File: config.mk
export PLATFORM = sky130hd
export DESIGN_NAME = hssl_link_ctrl
export DESIGN_NICKNAME = d
export VERILOG_FILES = /design/src/rtl/hssl_link_ctrl_pkg.sv /design/src/rtl/hssl_sync_bit.sv /design/src/rtl/hssl_link_ctrl.sv
export SDC_FILE = /design/constraint.sdc
export NUM_CORES = 1
export LEC_CHECK = 0
export ABC_AREA = 1
export BUFFER_PORTS_ARGS = -buffer_cell sky130_fd_sc_hd__buf_2
export CAP_MARGIN = 20
export CORE_UTILIZATION = 45
export CTS_CLUSTER_SIZE = 40
export DETAILED_ROUTE_END_ITERATION = 10
export GPL_TIMING_DRIVEN = 0
export PLACE_DENSITY = 0.69
export RECOVER_POWER = 50
export SETUP_SLACK_MARGIN = 0.02
export SLEW_MARGIN = 10
export SYNTH_ARGS = -nofsm -noshare
export SYNTH_HDL_FRONTEND = slang
export SYNTH_SLANG_ARGS = --single-unit
File: constraint.sdc
create_clock -name freerun_clk_in -period 2.21 [get_ports freerun_clk_in]
set_clock_uncertainty 0.05 [all_clocks]
set_input_delay 0.1105 -clock freerun_clk_in [delete_from_list [all_inputs] [get_ports freerun_clk_in]]
set_output_delay 0.1105 -clock freerun_clk_in [all_outputs]
set_load 0.05 [all_outputs]
File: src/rtl/hssl_link_ctrl_pkg.sv
// Shared types and sizing helpers for the HSSL link bring-up sequencer.
package hssl_link_ctrl_pkg;

  localparam int STATE_W    = 3;
  localparam int SYNC_DEPTH = 2;

  typedef enum logic [STATE_W-1:0] {
    RST_TX    = 3'd0,
    WAIT_TX   = 3'd1,
    RST_RX    = 3'd2,
    WAIT_RX   = 3'd3,
    WAIT_SYNC = 3'd4,
    LINK_UP   = 3'd5
  } link_state_e;

  // The shared state counter only ever holds values below the largest limit.
  function automatic int cnt_width(input int a, input int b, input int c);
    int m;
    m = a;
    if (b > m) m = b;
    if (c > m) m = c;
    return (m <= 1) ? 1 : $clog2(m);
  endfunction

endpackage

File: src/rtl/hssl_sync_bit.sv
// Multi-flop level synchroniser for one asynchronous input bit.
module hssl_sync_bit #(
  parameter int DEPTH = 2
) (
  input  logic clk,
  input  logic srst,
  input  logic d_in,
  output logic q_out
);

  logic [DEPTH-1:0] sync_q;
  logic [DEPTH-1:0] sync_d;

  always_comb begin
    sync_d = {sync_q[DEPTH-2:0], d_in};
  end

  always_ff @(posedge clk) begin
    if (srst) begin
      sync_q <= '0;
    end else begin
      sync_q <= sync_d;
    end
  end

  assign q_out = sync_q[DEPTH-1];

endmodule

File: src/rtl/hssl_link_ctrl.sv
// Reset sequencer and link supervisor for one HSSL transceiver channel.
// Optional statistics outputs are enabled by defining HSSL_LINK_STATS_EN.
module hssl_link_ctrl
  import hssl_link_ctrl_pkg::*;
#(
  parameter int RST_PULSE_CYC    = 16,
  parameter int DONE_TIMEOUT_CYC = 1048576,
  parameter int SYNC_TIMEOUT_CYC = 1048576,
  parameter int ERR_WINDOW_CYC   = 1024,
  parameter int ERR_THRESHOLD    = 8
) (
  input  logic               freerun_clk_in,
  input  logic               reset_all_in,
  input  logic               tx_reset_done_in,
  input  logic               rx_reset_done_in,
  input  logic               rx_aligned_in,
  input  logic               rx_err_toggle_in,
  output logic               tx_reset_datapath_out,
  output logic               rx_reset_datapath_out,
  output logic               tx_elecidle_out,
  output logic               link_up_out,
  output logic [STATE_W-1:0] state_out
`ifdef HSSL_LINK_STATS_EN
  ,
  output logic [15:0]        link_drops_out,
  output logic [31:0]        err_total_out
`endif
);

  localparam int CNT_W = cnt_width(RST_PULSE_CYC, DONE_TIMEOUT_CYC, SYNC_TIMEOUT_CYC);
  localparam int WIN_W = (ERR_WINDOW_CYC > 1) ? $clog2(ERR_WINDOW_CYC) : 1;
  localparam int ERR_W = $clog2(ERR_THRESHOLD + 1);

  // Limits are "last cycle in state": dwell equals the configured cycle count.
  localparam logic [CNT_W-1:0] PULSE_LAST = CNT_W'(RST_PULSE_CYC - 1);
  localparam logic [CNT_W-1:0] DONE_LAST  = CNT_W'(DONE_TIMEOUT_CYC - 1);
  localparam logic [CNT_W-1:0] SYNC_LAST  = CNT_W'(SYNC_TIMEOUT_CYC - 1);
  localparam logic [WIN_W-1:0] WIN_LAST   = WIN_W'(ERR_WINDOW_CYC - 1);
  localparam logic [ERR_W-1:0] ERR_THR    = ERR_W'(ERR_THRESHOLD);

  logic [3:0] async_vec;
  logic [3:0] sync_vec;
  logic       tx_done_s, rx_done_s, aligned_s, err_s;

  assign async_vec = {rx_err_toggle_in, rx_aligned_in, rx_reset_done_in, tx_reset_done_in};

  for (genvar gi = 0; gi < 4; gi++) begin : g_sync
    hssl_sync_bit #(.DEPTH(SYNC_DEPTH)) u_sync (
      .clk   (freerun_clk_in),
      .srst  (reset_all_in),
      .d_in  (async_vec[gi]),
      .q_out (sync_vec[gi])
    );
  end

  assign tx_done_s = sync_vec[0];
  assign rx_done_s = sync_vec[1];
  assign aligned_s = sync_vec[2];
  assign err_s     = sync_vec[3];

  link_state_e      state_q, state_d;
  logic [CNT_W-1:0] cnt_q, cnt_d;
  logic [WIN_W-1:0] win_q, win_d;
  logic [ERR_W-1:0] err_cnt_q, err_cnt_d;
  logic [ERR_W-1:0] err_base;
  logic             err_prev_q, err_prev_d;
  logic             tx_rst_q, tx_rst_d;
  logic             rx_rst_q, rx_rst_d;
  logic             idle_q, idle_d;
  logic             link_up_q, link_up_d;
  logic             in_link, win_wrap, err_evt, err_hit;

  // Error-rate window: only live in LINK_UP, so both counters start at zero on entry.
  always_comb begin
    err_prev_d = err_s;
    in_link    = (state_q == LINK_UP);
    win_wrap   = in_link && (win_q == WIN_LAST);
    err_evt    = in_link && (err_s != err_prev_q);
    win_d      = '0;
    if (in_link && !win_wrap) begin
      win_d = win_q + WIN_W'(1);
    end
    err_base  = win_wrap ? '0 : err_cnt_q;
    err_cnt_d = '0;
    if (in_link) begin
      err_cnt_d = err_base;
      if (err_evt && (err_base < ERR_THR)) begin
        err_cnt_d = err_base + ERR_W'(1);
      end
    end
    err_hit = (err_cnt_d >= ERR_THR);
  end

  always_comb begin
    state_d = state_q;
    cnt_d   = cnt_q + CNT_W'(1);
    case (state_q)
      RST_TX: begin
        if (cnt_q == PULSE_LAST) state_d = WAIT_TX;
      end
      WAIT_TX: begin
        if (tx_done_s)               state_d = RST_RX;
        else if (cnt_q == DONE_LAST) state_d = RST_TX;
      end
      RST_RX: begin
        if (cnt_q == PULSE_LAST) state_d = WAIT_RX;
      end
      WAIT_RX: begin
        if (rx_done_s)               state_d = WAIT_SYNC;
        else if (cnt_q == DONE_LAST) state_d = RST_TX;
      end
      WAIT_SYNC: begin
        if (aligned_s)               state_d = LINK_UP;
        else if (cnt_q == SYNC_LAST) state_d = RST_TX;
      end
      LINK_UP: begin
        cnt_d = cnt_q;
        if (!tx_done_s)                 state_d = RST_TX;
        else if (!aligned_s || err_hit) state_d = RST_RX;
      end
      default: begin
        state_d = RST_TX;
      end
    endcase
    if (state_d != state_q) begin
      cnt_d = '0;
    end
    // Outputs are registered off the next state so they move with state_out.
    tx_rst_d  = (state_d == RST_TX);
    rx_rst_d  = (state_d == RST_TX) || (state_d == RST_RX);
    idle_d    = (state_d == RST_TX) || (state_d == WAIT_TX);
    link_up_d = (state_d == LINK_UP);
  end

  always_ff @(posedge freerun_clk_in) begin
    if (reset_all_in) begin
      state_q    <= RST_TX;
      cnt_q      <= '0;
      win_q      <= '0;
      err_cnt_q  <= '0;
      err_prev_q <= 1'b0;
      tx_rst_q   <= 1'b1;
      rx_rst_q   <= 1'b1;
      idle_q     <= 1'b1;
      link_up_q  <= 1'b0;
    end else begin
      state_q    <= state_d;
      cnt_q      <= cnt_d;
      win_q      <= win_d;
      err_cnt_q  <= err_cnt_d;
      err_prev_q <= err_prev_d;
      tx_rst_q   <= tx_rst_d;
      rx_rst_q   <= rx_rst_d;
      idle_q     <= idle_d;
      link_up_q  <= link_up_d;
    end
  end

  assign tx_reset_datapath_out = tx_rst_q;
  assign rx_reset_datapath_out = rx_rst_q;
  assign tx_elecidle_out       = idle_q;
  assign link_up_out           = link_up_q;
  assign state_out             = state_q;

`ifdef HSSL_LINK_STATS_EN
  logic [15:0] drops_q, drops_d;
  logic [31:0] errs_q, errs_d;

  always_comb begin
    drops_d = drops_q;
    errs_d  = errs_q;
    if (in_link && (state_d != LINK_UP) && (drops_q != 16'hFFFF)) begin
      drops_d = drops_q + 16'd1;
    end
    if (err_evt && (errs_q != 32'hFFFF_FFFF)) begin
      errs_d = errs_q + 32'd1;
    end
  end

  always_ff @(posedge freerun_clk_in) begin
    if (reset_all_in) begin
      drops_q <= '0;
      errs_q  <= '0;
    end else begin
      drops_q <= drops_d;
      errs_q  <= errs_d;
    end
  end

  assign link_drops_out = drops_q;
  assign err_total_out  = errs_q;
`endif

endmodule
==> flow_summary.yaml, run 1 <==
synth:
  ys_seq_elements: 50
  syn_nets: 301
  syn_avg_cell_area_um2: 7.871
  syn-cell-area_mm2: 0.002298
  syn_inst: 292
  yosysUniqueCellTypes: 34
  ys_seq_area_share_pct: 43.55
  ys_warn_count: 0
routing:
  ant_nets: 0
  wl_per_cell_um: 9.972
  routed_wl_mm: 3.869
  drt_pass1_iterations: 4
  vias_per_cell: 4.660
  remaining_drc_errors: 0
  routed-via-count: 1808
  dr.first_iter.drc_count: 67
power_and_ir_drop:
  ir_worst_vdd_mv: 0.3887
  switching_power_uw: 348.0
  clockPowerShare_pct: 40.2
  combPwrFrac_pct: 3.3
  p_leak_uw: 0.001049
  p_per_area_mw_per_mm2: 614.0
  sw_frac_of_total_pct: 21.36
  p_int_uw: 1281
  seqPwrFrac_pct: 56.5
sta:
  rsz0062_at_grt: "false"
  period_minus_slack_ps: 1978
  hold_ws_ps: 351.5
  finalSetupViolCount: 0
  tns_ps: 0
  worst_slack_ps: 231.7
  slew_viol_final: 0
  fmax_ghz: 0.5055
  max_slew.worst_pin.slew_ps: 965.0
  max_slew_margin_pct: 34.99
  hold_viol: 0
  period_share_pct: 89.51
setup_path:
  criticalPathCategory: "reg2reg"
  ff2ff_setup_slack_ps: 230
  startpoint_type: "register"
  cp_max_fo: 9
  crit_required_ps: 2310
  worstPathArrival_ps: 2080
  crit_path_end_kind: "register"
final_layout:
  diodes: 0
  stdcell_count: 388
  fin_nets: 329
  most-common-layout-cells: "nand2_1 (49), dfxtp_1 (49), inv_1 (42), nor2_1 (34), nor2_2 (22)"
  syn2layout_area_growth_pct: 15.41
  design_area_mm2: 0.002653
  final_layout_size_suffix_gt1_share_pct: 17.76
clock_tree:
  cts_made_buffers: 5
  htreeDepth: 2
  cts_tree: "yes"
  insertion_delay_ps: 300
  cts_root_buf: "clkbuf_8"
  cts_buffer_depth: 2
  clk_pin_slew_ps: 100
  clock_sinks: 50
global_routing:
  grt_pass1_wl_mm: 6.492
  track_usage_pct: 15.77
  grt_max_degree: 18
  antenna_found_initial: 0
  grt_pass1_vias: 1599
  gr-total-overflow: 0
flow_run:
  maxCapViolCount: 0
worst_hold_path:
  hp-class: "reg2reg"
floorplanning:
  dieArea_mm2: 0.005398
  num_rows: 25
  core_area_mm2: 0.004817
  die_y_um: 73.47
  io_pins: 13
  die_w_um: 73.47
  start_util_pct: 47.71
placed_design:
  dp_hpwl_mm: 2.814
  gp_congestion: 0.8733
  placed_area_mm2: 0.002442
  place_ws_ps: 166.9
  dp.cells: 371
  port_buffers: 12
run_status:
  outcome: "complete, no violations"
power by group through the flow:
stage          Combinational [uW]  Sequential (uW)  Clock [uW]
6_report                     54.2              919         655
3_3_place_gp                 47.5              940           0
5_1_grt                      61.4              922         723
4_1_cts                      55.3              920         680
2_1_floorplan                37.2              939           0
3_5_place_dp                 48.4              941           0
sequential cells by signal (all words and copies together) (netlist names):
name	flops
g_sync.u_sync.sync_q	8
rx_reset_datapath_out	1
tx_elecidle_out	1
link_up_out	1
win_q	10
state_out	3
err_prev_q	1
err_cnt_q	4
cnt_q	20
tx_reset_datapath_out	1
cell usage after synthesis:
| master | n | area share, % |
|---|---|---|
| clkbuf_1 | 1 | 0.16 |
| mux2i_1 | 1 | 0.44 |
| nand3_4 | 1 | 0.76 |
| nor4_2 | 1 | 0.54 |
| nand3_2 | 3 | 1.3 |
| nor3b_1 | 3 | 0.98 |
| nor2_1 | 35 | 5.7 |
| a21o_1 | 1 | 0.33 |
| a21oi_4 | 1 | 0.71 |
| o21ai_0 | 5 | 1.1 |
| dfxtp_1 | 50 | 44 |
| nand4_1 | 4 | 1.1 |
| and3_1 | 2 | 0.54 |
| ha_1 | 3 | 1.6 |
| nand2_2 | 4 | 1.1 |
| inv_4 | 1 | 0.27 |
| nor3_1 | 9 | 2.0 |
| nand2_1 | 49 | 8.0 |
| nand4_2 | 1 | 0.54 |
| nor4_1 | 4 | 1.1 |
| nor3_4 | 1 | 0.71 |
| a21oi_1 | 8 | 1.7 |
| o22ai_1 | 1 | 0.27 |
| buf_6 | 2 | 0.98 |
| xnor2_1 | 9 | 3.4 |
| xor2_1 | 10 | 3.8 |
| a21boi_0 | 1 | 0.33 |
| nor2_2 | 22 | 6.0 |
| a31oi_1 | 2 | 0.54 |
| nand3_1 | 11 | 2.4 |
| o21ai_1 | 1 | 0.22 |
| or2_2 | 1 | 0.27 |
| nand3b_1 | 2 | 0.65 |
| inv_1 | 42 | 6.9 |
layout make-up:
cell class                      instances  area [um^2]
Timing Repair Buffer                   21        130.1
Tap cell                               67        83.83
Clock inverter                          3        47.55
Buffer                                  3        26.28
Fill cell                             478         2165
Clock buffer                            5        68.82
Inverter                               43        163.9
Sequential cell                        50         1002
Multi-Input combinational cell        196         1130
kinds of logic (layout without fill, tap and decap cells):
logic type	count (synthesis)	in the layout	share of synthesized area (%)
simple gates	153	153	33.64
buf+inv	46	75	8.274
flops	50	50	43.55
compound gates	20	20	5.226
fa+ha+maj	3	3	1.633
mux	1	1	0.4355
xor+xnor	19	19	7.240
what timing repair did:
action	in CTS	in global routing
setup endpoints to repair	0	20
gates resized for setup	0	5
buffers inserted	0	4
hold endpoints to repair	5	0
hold buffers	5	0
stage by stage:
step           util, %  total power [uW]
4_1_cts          54.16              1655
3_5_place_dp     50.70             989.2
6_report         55.06              1629
2_1_floorplan        -             976.2
3_3_place_gp     50.70             987.8
5_1_grt          55.06              1706
metal layers:
layer	up-vias	part of all wire [%]	GRT usage, %
met1	803	48	19.17
met4	0	1.6	7.692
met3	5	2.5	4.115
met2	20	48	25.79
met5	-	0	0
li1	980	-	-
critical path, stage by stage (launching register included):
cell     delay (ps)
dfxtp_1         360
ha_1            170
nand2_1         100
nor2_4          140
nand2_1          90
o21ai_0         770
nor3_1          150
worst paths after layout:
check                                                   to                        from  cells after the start
worst max-delay path                              win_q[7]                    win_q[0]                      6
worst min-delay path            g_sync[3].u_sync.sync_q[1]  g_sync[3].u_sync.sync_q[0]                      2
worst max register to register                    win_q[7]                    win_q[0]                      6
worst min register to register  g_sync[3].u_sync.sync_q[1]  g_sync[3].u_sync.sync_q[0]                      2
Power figures use the tool's default switching activity.
==> run 2: changes to the inputs <==
--- a/config.mk
+++ b/config.mk
@@ -12,10 +12,10 @@
 export CTS_CLUSTER_SIZE = 40
 export DETAILED_ROUTE_END_ITERATION = 10
 export GPL_TIMING_DRIVEN = 0
-export PLACE_DENSITY = 0.69
 export RECOVER_POWER = 50
 export SETUP_SLACK_MARGIN = 0.02
 export SLEW_MARGIN = 10
 export SYNTH_ARGS = -nofsm -noshare
 export SYNTH_HDL_FRONTEND = slang
+export SYNTH_HIERARCHICAL = 1
 export SYNTH_SLANG_ARGS = --single-unit
==> run 2 against run 1 <==
Net effect:
- clock power fell by 7.9%
- register-to-register slack barely moved
- global-route usage rose by 0.53 points
- first-iteration DRC count is 9.0% lower
- sequential cell count did not move
- total power is 3.2% lower
- die area grew 4.1%
- worst setup slack improved by 6.0 ps
- design area is 1.3% higher
- combinational power decreased by 2%
- sequential share of layout area decreased by 0.43 points
==> flow_summary.yaml, run 2 <==
run_status:
  outcome: "complete, no violations"
worst_hold_path:
  hp-class: "in2reg"
global_routing:
  grt_pass1_vias: 1585
  grt_pass1_wl_mm: 6.920
  gr-total-overflow: 0
  antenna_found_initial: 0
  grt_max_degree: 16
  track_usage_pct: 16.30
setup_path:
  criticalPathCategory: "reg2reg"
  crit_slowest_cell: "dfxtp_2"
  cp_slowest_stage_delay_ps: 380
  critical_path.cell_chain: "ha_2 -> nand3_2 -> nor2_4 -> nand2_2 -> nor3_4 -> nand2_2 -> nand2_1 -> inv_1 -> nor2_2 -> nand3_1 -> nand2_1 -> nand3_2 -> buf_6 -> nor2_4"
  cp_max_fo: 10
  crit_path_end_kind: "register"
  worstPathArrival_ps: 2160
  startpoint_type: "register"
  crit_required_ps: 2400
routing:
  wl_met2_mm: 1.614
  dr.first_iter.drc_count: 61
  highest_layer: "met4"
  routed-via-count: 1712
  drt_pass1_iterations: 4
  ant_nets: 0
  met1_length_mm: 1.990
  wl_met3_um: 111
  vias_per_cell: 4.447
  routed_wl_mm: 3.778
  remaining_drc_errors: 0
  wl_per_cell_um: 9.813
final_layout:
  final_layout_size_suffix_gt1_share_pct: 22.54
  stdcell_count: 385
  syn2layout_area_growth_pct: 12.17
  most-common-layout-cells: "dfxtp_1 (48), inv_1 (41), nor2_1 (38), nand2_1 (37), nor2_2 (21)"
  fin_nets: 323
  multi_input_area_mm2: 0.001194
  mostFrequentLayoutCell: "dfxtp_1"
  diodes: 0
  nFillCells: 504
  largestRegisters: "cnt_q: 20 flops, win_q: 10 flops, g_sync.u_sync/sync_q: 8 flops"
  final_util_pct: 52.60
  regMostFlops: "cnt_q"
  regArea_mm2: 0.001003
  largest_reg_flops: 20
sta:
  hold_viol: 0
  hold_ws_ps: 102.9
  rsz0062_at_grt: "false"
  tns_ps: 0
  period_share_pct: 89.24
  finalSetupViolCount: 0
  slew_viol_final: 0
  period_minus_slack_ps: 1972
  max_slew.worst_pin.slew_ps: 676.9
  max_slew_margin_pct: 54.57
  fmax_ghz: 0.5070
synth:
  synth_most_common_cell: "dfxtp_1"
  synthTopCellsByArea: "dfxtp_1 (42%), inv_1 (6.4%), nand2_1 (6.0%), nor2_1 (6.0%), xor2_1 (5.9%)"
  ys_warn_count: 6
  syn-cell-area_mm2: 0.002395
  yosysUniqueCellTypes: 33
  synth_commonest_cells: "dfxtp_1 (50), inv_1 (41), nand2_1 (38), nor2_1 (38), nor2_2 (21)"
  synth_top_area_share_pct: 41.80
  syn_avg_cell_area_um2: 8.230
  synth_edf_count: 0
  synth_top_cell_by_area: "dfxtp_1"
  ys_seq_elements: 50
  ys_seq_area_share_pct: 41.80
  ys.flop_type: "dfxtp_1"
  synthArstFlopShare_pct: 0
  syn_inst: 291
  syn_nets: 300
flow_run:
  maxCapViolCount: 0
clock_tree:
  cts_made_buffers: 5
  clk_pin_slew_ps: 90
  htreeDepth: 2
  clock_sinks: 50
  cts_buffer_depth: 2
  cts_tree: "yes"
  insertion_delay_ps: 290
  cts_root_buf: "clkbuf_8"
  cts_setup_buffers: 0
floorplanning:
  start_util_pct: 46.89
  die_y_um: 74.95
  num_rows: 26
  dieArea_mm2: 0.005618
  die_w_um: 74.95
  core_area_mm2: 0.005107
  io_pins: 13
power_and_ir_drop:
  p_leak_uw: 0.001090
  p_per_area_mw_per_mm2: 587.0
  ir_worst_vdd_mv: 0.3744
placed_design:
  gp_congestion: 0.8481
  port_buffers: 12
  dp_hpwl_mm: 2.835
  dp.cells: 373
-- run 2: logic make-up (layout without fill, tap and decap cells) --
family          count (synthesis)  after routing  share of synthesized area (%)
simple gates                  152            152                          36.36
compound gates                 16             16                          3.449
xor+xnor                       22             22                          8.046
fa+ha+maj                       3              3                          1.568
flops                          50             50                          41.80
buf+inv                        47             71                          8.359
mux                             1              1                         0.4180
-- run 2: metal layers --
| metal | vias to the layer above | global-route usage (%) |
|---|---|---|
| met5 | - | 0 |
| met3 | 6 | 4.150 |
| met2 | 19 | 25.13 |
| met4 | 0 | 5.660 |
| li1 | 952 | - |
| met1 | 735 | 22.21 |
-- run 2: worst max-delay path: cells and delay by family (launching register included) --
kind,cells,cell delay (ps)
AND/OR/NAND/NOR,11,1040
flip-flops,1,380
buffers and inverters,2,230
adder cells (fa/ha/maj),1,220
-- run 2: timing repair --
item                                    in CTS  in global routing
endpoints found under the setup margin       0                 20
hold buffers                                 4                  0
resized for setup                            0                  4
endpoints found under the hold margin        4                  0
-- run 2: power by group --
| part | internal (uW) | switching (uW) |
|---|---|---|
| sequential | 913 | 8.64 |
| clock | 316 | 286 |
| combinational | 24.3 | 28.7 |
| total | 1250 | 324 |
-- run 2: path summary, 6_finish.rpt --
kind / slack [ps] / endpoint / cells after the start / from
worst min register to register: 360 / g_sync[0].u_sync/sync_q[1] / 2 / g_sync[0].u_sync/sync_q[0]
worst min-delay path: 100 / g_sync[1].u_sync/sync_q[0] / 2 / reset_all_in
worst max-delay path: 240 / cnt_q[14] / 14 / cnt_q[0]
worst max register to register: 240 / cnt_q[14] / 14 / cnt_q[0]
-- run 2: metrics by stage --
stage | power (uW) | setup slack [ps] | area (um^2)
CTS | 1599 | 156.2 | 2693
finish | 1577 | 237.7 | 2686
global route | 1646 | 38.07 | 2686
detailed placement | 990.1 | 176.4 | 2542
global placement | 989.5 | 183.8 | 2542
floorplan | 976.0 | 150.2 | 2395
-- run 2: layout make-up --
type | count | share of cell area (%)
buffer | 3 | 1.258
clock buffer | 8 | 4.099
inverter | 44 | 6.195
multi-input combinational | 194 | 44.43
sequential | 50 | 37.35
tap | 70 | 3.260
timing repair buffer | 16 | 3.400
==> run 3: changes to the inputs <==
--- a/config.mk
+++ b/config.mk
@@ -5,7 +5,6 @@
 export SDC_FILE = /design/constraint.sdc
 export NUM_CORES = 1
 export LEC_CHECK = 0
-export ABC_AREA = 1
 export BUFFER_PORTS_ARGS = -buffer_cell sky130_fd_sc_hd__buf_2
 export CAP_MARGIN = 20
 export CORE_UTILIZATION = 45
==> run 3 against run 2 <==
Net effect:
- clock-buffer cell count down 3
- via count up 7.0%
- routed wire length up 22%
- maximum frequency down 6.5%
- hold slack worse by 30 ps
- first-iteration DRC count up 120%
- largest power group unchanged
- final cell count down 11%
- design area down 2.0%
- critical path type unchanged
==> flow_summary.yaml, run 3 <==
floorplanning:
  core_area_mm2: 0.004786
  dieArea_mm2: 0.005340
  num_rows: 25
  die_w_um: 73.08
  start_util_pct: 47.50
  die_y_um: 73.08
  io_pins: 13
worst_hold_path:
  worstHoldPathCells: 2
  min_to: "g_sync[2].u_sync/sync_q[0]"
  hp-class: "in2reg"
  hold_start: "reset_all_in"
setup_path:
  startpoint_type: "register"
  r2r-start: "cnt_q[4]"
  critPathMostFrequentCell: "buf_6"
  ff2ff_setup_slack_ps: 100
  crit_required_ps: 2330
  reg2reg_to: "cnt_q[13]"
  criticalPathCategory: "reg2reg"
  critical_path.cell_chain: "nand4_1 -> or4_4 -> buf_6 -> o31ai_4 -> a22o_2 -> buf_6 -> a211oi_1"
  crit_buf_inv: 2
  worstPathArrival_ps: 2230
  rr_worst_depth: 7
  crit_family: "simple AND/OR/NAND/NOR gates"
  crit_slowest_cell: "or4_4"
  cp_slowest_stage_delay_ps: 550
  crit_path_end_kind: "register"
  cp_max_fo: 10
sta:
  rsz0062_at_grt: "false"
  max_slew_margin_pct: 60.14
  slew_viol_final: 0
  tns_ps: 0
  worst_slack_ps: 100.5
  finalSetupViolCount: 0
  hold_viol: 0
  period_share_pct: 95.45
  period_minus_slack_ps: 2109
  fmax_ghz: 0.4741
  max_slew.worst_pin.slew_ps: 600.5
routing:
  remaining_drc_errors: 0
  drt_pass1_iterations: 4
  routed_wl_mm: 4.594
  routed-via-count: 1831
  dr.first_iter.drc_count: 135
  wl_per_cell_um: 13.43
  ant_nets: 0
  vias_per_cell: 5.354
placed_design:
  port_buffers: 12
  dp_hpwl_mm: 3.137
  place_ws_ps: -2.049
  gp_congestion: 0.8114
  placed_area_mm2: 0.002460
global_routing:
  antenna_found_initial: 0
  grt_max_degree: 18
  grt_pass1_vias: 1621
  gr-total-overflow: 0
  grt_pass1_wl_mm: 7.548
  track_usage_pct: 18.68
synth:
  synth_commonest_cells: "dfxtp_1 (50), nor2_1 (22), a211oi_1 (20), xnor2_1 (20), nand2_1 (16)"
  synth_most_common_cell: "dfxtp_1"
  ys_seq_area_share_pct: 44.03
  syn_avg_cell_area_um2: 9.167
  ys_seq_elements: 50
  synth_top_cell_by_area: "dfxtp_1"
  synth_edf_count: 0
  synthArstFlopShare_pct: 0
  ys_warn_count: 6
  ys.flop_type: "dfxtp_1"
  syn_inst: 248
  syn-cell-area_mm2: 0.002273
  yosysUniqueCellTypes: 44
  synth_top_area_share_pct: 44.03
  synthTopCellsByArea: "dfxtp_1 (44%), xnor2_1 (7.7%), a211oi_1 (6.6%), nor2_1 (3.6%), nor2b_1 (2.8%)"
  syn_nets: 257
run_status:
  outcome: "complete, no violations"
final_layout:
  regMostFlops: "cnt_q"
  largest_reg_flops: 20
  final_layout_size_suffix_gt1_share_pct: 16.36
  mostFrequentLayoutCell: "dfxtp_1"
  largestRegisters: "cnt_q: 20 flops, win_q: 10 flops, g_sync.u_sync/sync_q: 8 flops"
  most-common-layout-cells: "dfxtp_1 (44), nor2_1 (22), a211oi_1 (20), xnor2_1 (20), nand2_1 (16)"
  final_util_pct: 54.98
  syn2layout_area_growth_pct: 15.74
  design_area_mm2: 0.002631
  diodes: 0
  fin_nets: 283
clock_tree:
  insertion_delay_ps: 310
  cts_buffer_depth: 2
  clock_sinks: 50
  clk_pin_slew_ps: 90
  htreeDepth: 2
  cts_made_buffers: 5
  cts_tree: "yes"
  cts_root_buf: "clkbuf_8"
power_and_ir_drop:
  p_per_area_mw_per_mm2: 580.0
  ir_worst_vdd_mv: 0.5202
  p_total_uw: 1526
  p_leak_uw: 0.0008285
flow_run:
  maxCapViolCount: 0
run 3: cells by family after synthesis:
logic type | count (synthesis) | share of synthesized area, %
buf+inv | 20 | 4.403
compound gates | 43 | 14.36
fa+ha+maj | 3 | 1.651
simple gates | 105 | 25.15
flops | 50 | 44.03
xor+xnor | 27 | 10.40
run 3: per-stage QoR:
stage | hold WS (ps) | std cells
2_1_floorplan | 132.1 | 248
4_1_cts | 69.77 | 341
3_5_place_dp | 272.1 | 327
5_1_grt | 76.34 | 342
6_report | 73.30 | 342
3_3_place_gp | 269.6 | 327
run 3: worst max path at each step:
stage | from | slack, ps | end | cells after the start
4_1_cts | cnt_q[6] | 40 | cnt_q[1] | 7
2_1_floorplan | state_out[0] | 40 | err_cnt_q[1] | 7
3_3_place_gp | state_out[0] | 5 | err_cnt_q[1] | 7
6_report | cnt_q[4] | 100 | cnt_q[13] | 7
5_1_grt | cnt_q[4] | 20 | cnt_q[17] | 7
3_5_place_dp | state_out[0] | -2 | err_cnt_q[1] | 7
run 3: cell type report:
| cell class | instances | area [um^2] |
|---|---|---|
| plain buffers | 10 | 78.83 |
| fillers | 469 | 2155 |
| flip-flops and latches | 50 | 1016 |
| clock inverters | 3 | 23.77 |
| repair buffers | 19 | 110.1 |
| inverters | 10 | 37.54 |
| clock buffers | 5 | 68.82 |
| multi-input cells | 178 | 1212 |
| well taps | 67 | 83.83 |
run 3: per-layer routing:
layer  part of all wire (%)  vias up  GRT usage (%)
met3                    2.9        7          4.144
li1                       -      941              -
met5                      0        -              0
met4                    1.7        0          7.190
met2                     41       36          26.34
met1                     54      847          27.45
run 3: repair_timing:
| action | in CTS | in global routing |
|---|---|---|
| resized for setup | 2 | 13 |
| buffers inserted | 2 | 1 |
| hold buffers | 4 | 0 |
| hold endpoints to repair | 4 | 0 |
| endpoints found under the setup margin | 13 | 21 |
| pin swaps | 1 | 2 |
run 3: power by group:
group | internal (uW) | switching (uW) | total, uW
combinational | 22.5 | 27.6 | 50.1
sequential | 910 | 11.2 | 921
clock | 230 | 325 | 555
